<file path="src/rtl/gate_prober_pkg.sv">
// gate_prober_pkg
//   Shared types and constants for the gate prober.
//   - gate_code_t : classification code for a 4-entry truth table
//   - state_t     : sweep FSM states
//   - TT_*        : truth-table patterns, bit v holds the output for (A,B) = (v[1],v[0])
package gate_prober_pkg;

  typedef enum logic [3:0] {
    GC_CONST0  = 4'h0,
    GC_CONST1  = 4'h1,
    GC_AND     = 4'h2,
    GC_OR      = 4'h3,
    GC_NAND    = 4'h4,
    GC_NOR     = 4'h5,
    GC_XOR     = 4'h6,
    GC_XNOR    = 4'h7,
    GC_BUF_A   = 4'h8,
    GC_NOT_A   = 4'h9,
    GC_BUF_B   = 4'hA,
    GC_NOT_B   = 4'hB,
    GC_UNKNOWN = 4'hF
  } gate_code_t;

  typedef enum logic [1:0] {
    ST_IDLE   = 2'd0,
    ST_DRIVE  = 2'd1,
    ST_SAMPLE = 2'd2,
    ST_DONE   = 2'd3
  } state_t;

  localparam logic [3:0] TT_CONST0 = 4'b0000;
  localparam logic [3:0] TT_CONST1 = 4'b1111;
  localparam logic [3:0] TT_AND    = 4'b1000;
  localparam logic [3:0] TT_OR     = 4'b1110;
  localparam logic [3:0] TT_NAND   = 4'b0111;
  localparam logic [3:0] TT_NOR    = 4'b0001;
  localparam logic [3:0] TT_XOR    = 4'b0110;
  localparam logic [3:0] TT_XNOR   = 4'b1001;
  localparam logic [3:0] TT_BUF_A  = 4'b1100;
  localparam logic [3:0] TT_NOT_A  = 4'b0011;
  localparam logic [3:0] TT_BUF_B  = 4'b1010;
  localparam logic [3:0] TT_NOT_B  = 4'b0101;

endpackage

</file>
<file path="src/rtl/gate_prober_if.sv">
// gate_prober_if
//   Control/result bus of the gate prober.
//   start   : begin a sweep (master -> slave)
//   sel_a   : stimulus pin used as operand A
//   sel_b   : stimulus pin used as operand B
//   bkgd    : level of the non-selected stimulus pins
//   ch_sel  : response channel to classify
//   busy    : sweep in progress (slave -> master)
//   done    : one-cycle pulse, ttab valid
//   ttab    : truth tables, 4 bits per response channel
//   gate_cd : gate code of the selected channel
interface gate_prober_if #(
  parameter int N_STIM = 16,
  parameter int N_RESP = 8
);
  logic                  start;
  logic [3:0]            sel_a;
  logic [3:0]            sel_b;
  logic [N_STIM-1:0]     bkgd;
  logic [2:0]            ch_sel;
  logic                  busy;
  logic                  done;
  logic [4*N_RESP-1:0]   ttab;
  logic [3:0]            gate_cd;

  modport master (
    output start, sel_a, sel_b, bkgd, ch_sel,
    input  busy, done, ttab, gate_cd
  );

  modport slave (
    input  start, sel_a, sel_b, bkgd, ch_sel,
    output busy, done, ttab, gate_cd
  );
endinterface

</file>
<file path="src/rtl/gate_prober_classifier.sv">
// gate_classifier
//   Purely combinational mapping of a 4-entry truth table onto a gate code.
//   tt   : truth table, bit v = output for (A,B) = (v[1],v[0])
//   code : matching gate code, GC_UNKNOWN if no pattern matches
module gate_classifier
  import gate_prober_pkg::*;
(
  input  logic [3:0] tt,
  output gate_code_t code
);

  always_comb begin
    code = GC_UNKNOWN;
    case (tt)
      TT_CONST0: code = GC_CONST0;
      TT_CONST1: code = GC_CONST1;
      TT_AND:    code = GC_AND;
      TT_OR:     code = GC_OR;
      TT_NAND:   code = GC_NAND;
      TT_NOR:    code = GC_NOR;
      TT_XOR:    code = GC_XOR;
      TT_XNOR:   code = GC_XNOR;
      TT_BUF_A:  code = GC_BUF_A;
      TT_NOT_A:  code = GC_NOT_A;
      TT_BUF_B:  code = GC_BUF_B;
      TT_NOT_B:  code = GC_NOT_B;
      default:   code = GC_UNKNOWN;
    endcase
  end

endmodule

</file>
<file path="src/rtl/gate_prober.sv">
// gate_prober
//   Automatic solver for the logic-gate guessing puzzle. A sweep drives the four
//   (A,B) combinations onto two selected stimulus pins over a latched background
//   pattern, waits SETTLE cycles per vector and records every response channel
//   into a 4-entry truth table. One channel's table is classified into a gate code.
//   clk   : clock
//   rst_n : asynchronous active-low reset
//   bus   : control/result interface (slave side)
//   stim  : drive to the puzzle inputs
//   resp  : puzzle outputs, asynchronous, synchronised internally
module gate_prober
  import gate_prober_pkg::*;
#(
  parameter int N_STIM = 16,
  parameter int N_RESP = 8,
  parameter int SETTLE = 4
) (
  input  logic              clk,
  input  logic              rst_n,
  gate_prober_if.slave      bus,
  output logic [N_STIM-1:0] stim,
  input  logic [N_RESP-1:0] resp
);

  localparam int CNT_W = $clog2(SETTLE);

  state_t                state;
  logic [CNT_W-1:0]      settle_cnt;
  logic [1:0]            vec_cnt;
  logic [3:0]            sel_a_q;
  logic [3:0]            sel_b_q;
  logic [N_STIM-1:0]     bkgd_q;
  logic                  busy_q;
  logic                  done_q;
  logic [4*N_RESP-1:0]   ttab_q;
  logic [4*N_RESP-1:0]   ttab_next;
  logic [N_RESP-1:0]     resp_sync1;
  logic [N_RESP-1:0]     resp_sync2;
  logic [3:0]            sel_tab;
  gate_code_t            gate_code;

  // Pin B is written first so that when both selects name the same pin,
  // operand A (v[1]) wins.
  function automatic logic [N_STIM-1:0] drive_vec(
    input logic [N_STIM-1:0] bg,
    input logic [3:0]        a,
    input logic [3:0]        b,
    input logic [1:0]        v
  );
    logic [N_STIM-1:0] r;
    r    = bg;
    r[b] = v[0];
    r[a] = v[1];
    return r;
  endfunction

  // Two-flop synchroniser on the asynchronous puzzle outputs.
  always_ff @(posedge clk or negedge rst_n) begin
    if (!rst_n) begin
      resp_sync1 <= '0;
      resp_sync2 <= '0;
    end else begin
      resp_sync1 <= resp;
      resp_sync2 <= resp_sync1;
    end
  end

  // Only the column for the current vector is replaced; the other three
  // columns keep the samples taken earlier in this sweep.
  always_comb begin
    ttab_next = ttab_q;
    for (int ch = 0; ch < N_RESP; ch++) begin
      for (int v = 0; v < 4; v++) begin
        if (vec_cnt == 2'(v)) begin
          ttab_next[4*ch+v] = resp_sync2[ch];
        end
      end
    end
  end

  // Sweep FSM. stim is loaded with the next vector on entry to DRIVE so the
  // puzzle sees it for the full settle window.
  always_ff @(posedge clk or negedge rst_n) begin
    if (!rst_n) begin
      state      <= ST_IDLE;
      settle_cnt <= '0;
      vec_cnt    <= 2'd0;
      sel_a_q    <= 4'd0;
      sel_b_q    <= 4'd0;
      bkgd_q     <= '0;
      stim       <= '0;
      busy_q     <= 1'b0;
      done_q     <= 1'b0;
      ttab_q     <= '0;
    end else begin
      done_q <= 1'b0;
      case (state)
        ST_IDLE: begin
          if (bus.start) begin
            sel_a_q    <= bus.sel_a;
            sel_b_q    <= bus.sel_b;
            bkgd_q     <= bus.bkgd;
            ttab_q     <= '0;
            vec_cnt    <= 2'd0;
            settle_cnt <= '0;
            stim       <= drive_vec(bus.bkgd, bus.sel_a, bus.sel_b, 2'd0);
            busy_q     <= 1'b1;
            state      <= ST_DRIVE;
          end
        end
        ST_DRIVE: begin
          if (settle_cnt == CNT_W'(SETTLE - 1)) begin
            settle_cnt <= '0;
            state      <= ST_SAMPLE;
          end else begin
            settle_cnt <= settle_cnt + CNT_W'(1);
          end
        end
        ST_SAMPLE: begin
          ttab_q <= ttab_next;
          if (vec_cnt == 2'd3) begin
            busy_q <= 1'b0;
            done_q <= 1'b1;
            state  <= ST_DONE;
          end else begin
            vec_cnt <= vec_cnt + 2'd1;
            stim    <= drive_vec(bkgd_q, sel_a_q, sel_b_q, vec_cnt + 2'd1);
            state   <= ST_DRIVE;
          end
        end
        ST_DONE: begin
          state <= ST_IDLE;
        end
        default: begin
          state <= ST_IDLE;
        end
      endcase
    end
  end

  assign sel_tab = ttab_q[{bus.ch_sel, 2'b00} +: 4];

  gate_classifier u_classifier (
    .tt   (sel_tab),
    .code (gate_code)
  );

  assign bus.busy    = busy_q;
  assign bus.done    = done_q;
  assign bus.ttab    = ttab_q;
  assign bus.gate_cd = gate_code;

endmodule

</file>
<file path="src/flat_wrapper.sv">
// flat-port wrapper written by rule: the top's interface ports become plain ports
module gate_prober_flat import gate_prober_pkg::*;
#(
  parameter int N_STIM = 16,
  parameter int N_RESP = 8,
  parameter int SETTLE = 4
)
  (clk, rst_n, stim, resp, bus_start, bus_sel_a, bus_sel_b, bus_bkgd, bus_ch_sel, bus_busy, bus_done, bus_ttab, bus_gate_cd);
  gate_prober_if #(.N_STIM(N_STIM), .N_RESP(N_RESP)) bus_i ();
  input  logic clk;
  input  logic rst_n;
  output logic [N_STIM-1:0] stim;
  input  logic [N_RESP-1:0] resp;
  input wire logic [$bits(bus_i.start)-1:0] bus_start;
  input wire logic [$bits(bus_i.sel_a)-1:0] bus_sel_a;
  input wire logic [$bits(bus_i.sel_b)-1:0] bus_sel_b;
  input wire logic [$bits(bus_i.bkgd)-1:0] bus_bkgd;
  input wire logic [$bits(bus_i.ch_sel)-1:0] bus_ch_sel;
  output wire logic [$bits(bus_i.busy)-1:0] bus_busy;
  output wire logic [$bits(bus_i.done)-1:0] bus_done;
  output wire logic [$bits(bus_i.ttab)-1:0] bus_ttab;
  output wire logic [$bits(bus_i.gate_cd)-1:0] bus_gate_cd;
  assign bus_i.start = bus_start;
  assign bus_i.sel_a = bus_sel_a;
  assign bus_i.sel_b = bus_sel_b;
  assign bus_i.bkgd = bus_bkgd;
  assign bus_i.ch_sel = bus_ch_sel;
  assign bus_busy = bus_i.busy;
  assign bus_done = bus_i.done;
  assign bus_ttab = bus_i.ttab;
  assign bus_gate_cd = bus_i.gate_cd;
  gate_prober #(.N_STIM(N_STIM), .N_RESP(N_RESP), .SETTLE(SETTLE)) u_core (.clk(clk), .rst_n(rst_n), .bus(bus_i), .stim(stim), .resp(resp));
endmodule
</file>
<file path="config.mk">
export PLATFORM = sky130hd
export DESIGN_NAME = gate_prober_flat
export DESIGN_NICKNAME = d
export VERILOG_FILES = /design/src/rtl/gate_prober_pkg.sv /design/src/rtl/gate_prober_if.sv /design/src/rtl/gate_prober_classifier.sv /design/src/rtl/gate_prober.sv /design/src/flat_wrapper.sv
export SDC_FILE = /design/constraint.sdc
export NUM_CORES = 1
export LEC_CHECK = 0
export ABC_AREA = 0
export CORE_ASPECT_RATIO = 1.4
export CORE_MARGIN = 2
export CORE_UTILIZATION = 34
export DETAILED_ROUTE_END_ITERATION = 6
export PLACE_DENSITY = 0.58
export SLEW_MARGIN = 20
export SYNTH_ARGS = -nofsm -noshare
export SYNTH_HDL_FRONTEND = slang
export SYNTH_HIERARCHICAL = 1
export SYNTH_SLANG_ARGS = --single-unit
</file>
<file path="constraint.sdc">
create_clock -name clk -period 3.7 [get_ports clk]
set_clock_uncertainty 0.15 [all_clocks]
set_input_delay 0.74 -clock clk [delete_from_list [all_inputs] [get_ports clk]]
set_output_delay 0.74 -clock clk [all_outputs]
set_load 0.005 [all_outputs]
</file>
==> flow_metrics.tcl, run 1 <==
set metrics [dict create \
    critical_path_class "in -> out" \
    pwr-share-clk_pct 22.0 \
    r2r_cells 6 \
    clockBufferDepth 2 \
    tightest_slew_ns 0.905 \
    fin_crit_sh_pct 97.1 \
    antenna_cells 0 \
    ys_ff_latch 96 \
    grt-ovfl-total 0 \
    vias_per_cell 5.35 \
    drv_slew 0 \
    worstHoldEndpoint "u_core/resp_sync2[6]" \
    synth_async_sr_flop_share_pct 100 \
    cts_buffers 9 \
    rsz0062_at_grt "false" \
    hold_path.class "reg -> reg" \
    synth_xor_area_share_pct 0.180 \
    seq_power_share_pct 40.8 \
    grt_pass1_wl_mm 23.0 \
    synth_ff_type "dfrtp_1" \
    ctsHoldBuffers 0 \
    cp_data_arrival_time_ns 2.70 \
    wl_mm 14.1 \
    grt_max_degree 97 \
    met2_usage_pct 34.0 \
    die_w_um 105 \
    synth_cells 522 \
    outcome "complete, no violations" \
    io_pins 92 \
    cts.sinks 96 \
    ant_nets 0 \
    start_util_pct 34.9 \
    grtUsageTotal_pct 18.9 \
    path_buf_inv 4 \
    antenna_found_initial 0 \
    p_leak_uw 0.00258 \
    ys_warn_count 6 \
    drt_iter0_drc 204 \
    timing_hold_violations_final 0 \
    cp_max_fo 6 \
    syn_area_per_cell_um2 9.33 \
    cts-root-buf "clkbuf_16" \
    core.rowCount 51 \
    num-nets-final 647 \
    p_total_uw 4100 \
    core_area_um2 14000 \
    tritoncts "done" \
    syn_nets 568 \
    post-route-util_pct 44.6 \
    synth-simple-area-share_pct 22.5 \
    use_met3_pct 2.60 \
    yosysUniqueCellTypes 53 \
    critical-path-top-delay-family "buffers and inverters" \
    insertion_delay_ns 0.34 \
    critPathSlowestCell "clkdlybuf4s50_1" \
    place_area_um2 5930 \
    max_stage_delay_ns 0.51 \
    dr.pass1.iters 4 \
    setup_violations 0 \
    synth_top_family_by_area "simple AND/OR/NAND/NOR gates" \
    yosysSeqAreaShare_pct 49.3 \
    syn-cell-area_um2 4870 \
    gp_congestion 1.02 \
    rr_startpoint "u_core/vec_cnt[0]" \
    max_freq_mhz 278 \
    final_layout_size_suffix_gt1_share_pct 8.91 \
    ff2ff_setup_slack_ns 0.90 \
    path_clk_slew_ns 0.06 \
    powerDensity_nw_per_um2 658 \
    fin_area_um2 6230 \
    r2r_end "u_core/stim[14]" \
    fp.dieArea_um2 15300 \
    switching_share_pct 38.9 \
    cp-start-kind "input pin" \
    required_ns 2.81 \
    holdPathStages 0 \
    dpl.hpwl_mm 10.5 \
    syn2layout_area_growth_pct 28.0 \
    path_cells "clkdlybuf4s15_2, buf_12, buf_4, mux4_2, mux2_2, xor2_1, clkdlybuf4s50_1" \
    p_int_uw 2510 \
    vdd_drop_max_v 0.000281 \
    final.fill_count 1375 \
    period_needed_ns 3.59 \
    synth_fa_ha_area_share_pct 2.05 \
    p_sw_uw 1590 \
    cts_resized 13 \
    final_common_cell "nand2_1" \
    p_comb_share_pct 37.2 \
    die_y_um 146 \
    grt_pass1_vias 4338 \
    via_count 4230 \
    cts_htree_levels 3 \
    layout_common_cells "nand2_1, dfrtp_1, clkdlybuf4s50_1, o21ai_0, nand3_1" \
    portBuffers 91 \
    drc_errors 0 \
    met1_usage_pct 21.6 \
    busiest_layer "met2" \
    hp-start "u_core/resp_sync1[6]" \
    synth_compound_area_share_pct 16.6 \
    drv_cap 0 \
    wire_per_inst_um 17.8 \
    synth_edf_count 0 \
    slew_headroom_pct 39.7 \
    tns_ns 0 \
    end_kind "output pin" \
    post-cts-setup-buffer-count 0 \
    synth_mux_area_share_pct 5.09 \
]
[cells by family after synthesis]
kind of cell | Yosys count
compound gates | 123
flops | 96
fa+ha+maj | 8
xor+xnor | 1
simple gates | 241
buf+inv | 40
mux | 13
[sequential cells by signal, summed over array words and instances, names as in the netlist]
register / count
u_core/bkgd_q: 16
u_core/bus.busy: 1
u_core/bus.done: 1
u_core/bus.ttab: 32
u_core/resp_sync1: 8
u_core/resp_sync2: 8
u_core/sel_a_q: 4
u_core/sel_b_q: 4
u_core/settle_cnt: 2
u_core/state: 2
u_core/stim: 16
u_core/vec_cnt: 2
[through the flow]
stage          hold WS, ns  setup WS (ns)  cells
6_report             0.198          0.109    791
5_1_grt              0.208         0.0340    791
4_1_cts              0.203        -0.0164    791
3_5_place_dp         0.186         -0.632    775
3_3_place_gp         0.184         -0.588    775
2_1_floorplan        0.181          0.233    522
[cells in the mapped netlist (2+ instances only)]
cell type	count	area share (%)
o21ai_0	47	4.8
a32oi_1	4	0.72
inv_1	7	0.54
o22ai_1	7	0.90
a21o_1	2	0.31
nand4_1	12	1.5
mux4_2	9	4.2
a21boi_0	2	0.31
mux2_2	4	0.92
a221oi_1	3	0.54
nand2_1	133	10
nand2b_1	8	1.0
a22oi_1	6	0.92
a21oi_2	5	0.90
dfrtp_1	96	49
a31oi_1	4	0.51
o21ai_1	2	0.21
nor3_1	5	0.51
o21a_1	3	0.46
a21oi_1	12	1.2
clkbuf_1	7	0.54
or3_1	2	0.26
and2_1	3	0.39
nand3_1	26	2.7
nor2b_1	18	2.3
a41oi_1	10	1.8
buf_6	3	0.69
nor2_1	25	1.9
o211ai_1	3	0.46
buf_4	4	0.62
ha_1	8	2.1
and3_1	4	0.51
buf_2	18	1.8
[area by class of cell]
| cell class | instances | area (µm²) | area share (%) |
|---|---|---|---|
| sequential | 96 | 2400 | 38.5 |
| tap | 185 | 231 | 3.71 |
| clock buffer | 9 | 225 | 3.61 |
| inverter | 7 | 28.8 | 0.462 |
| timing repair buffer | 101 | 1000 | 16.1 |
| clock inverter | 7 | 63.8 | 1.02 |
| multi-input combinational | 386 | 2280 | 36.6 |
[worst max-delay path by stage]
stage	startpoint	end	slack (ns)	cells after the start
after floorplan	bus_ch_sel[0]	bus_gate_cd[2]	0.23	6
after CTS	bus_ch_sel[0]	bus_gate_cd[2]	-0.02	8
after global routing	bus_ch_sel[0]	bus_gate_cd[3]	0.03	7
after detailed placement	bus_ch_sel[0]	bus_gate_cd[2]	-0.63	8
final	bus_ch_sel[0]	bus_gate_cd[3]	0.11	7
after global placement	bus_ch_sel[0]	bus_gate_cd[2]	-0.59	8
[power by group through the flow]
stage | Clock, µW | Sequential [µW] | Combinational [µW]
2_1_floorplan | 0 | 1520 | 1010
3_3_place_gp | 0 | 1680 | 1500
3_5_place_dp | 0 | 1680 | 1530
4_1_cts | 934 | 1670 | 1520
5_1_grt | 982 | 1720 | 1700
6_report | 903 | 1670 | 1530
[metal layers]
layer,part of all wire [%],vias to the layer above
li1,-,1999
met1,38,2052
met2,53,148
met3,4.5,31
met4,4.2,0
met5,0,-
No activity file was read; power rests on OpenSTA's default activity.
==> inputs of run 2 (changes only) <==
- CTS_CLUSTER_DIAMETER: default -> 60
==> results of run 2 <==
Same layout as run 1: the final DEF is identical, and so are final timing and power.
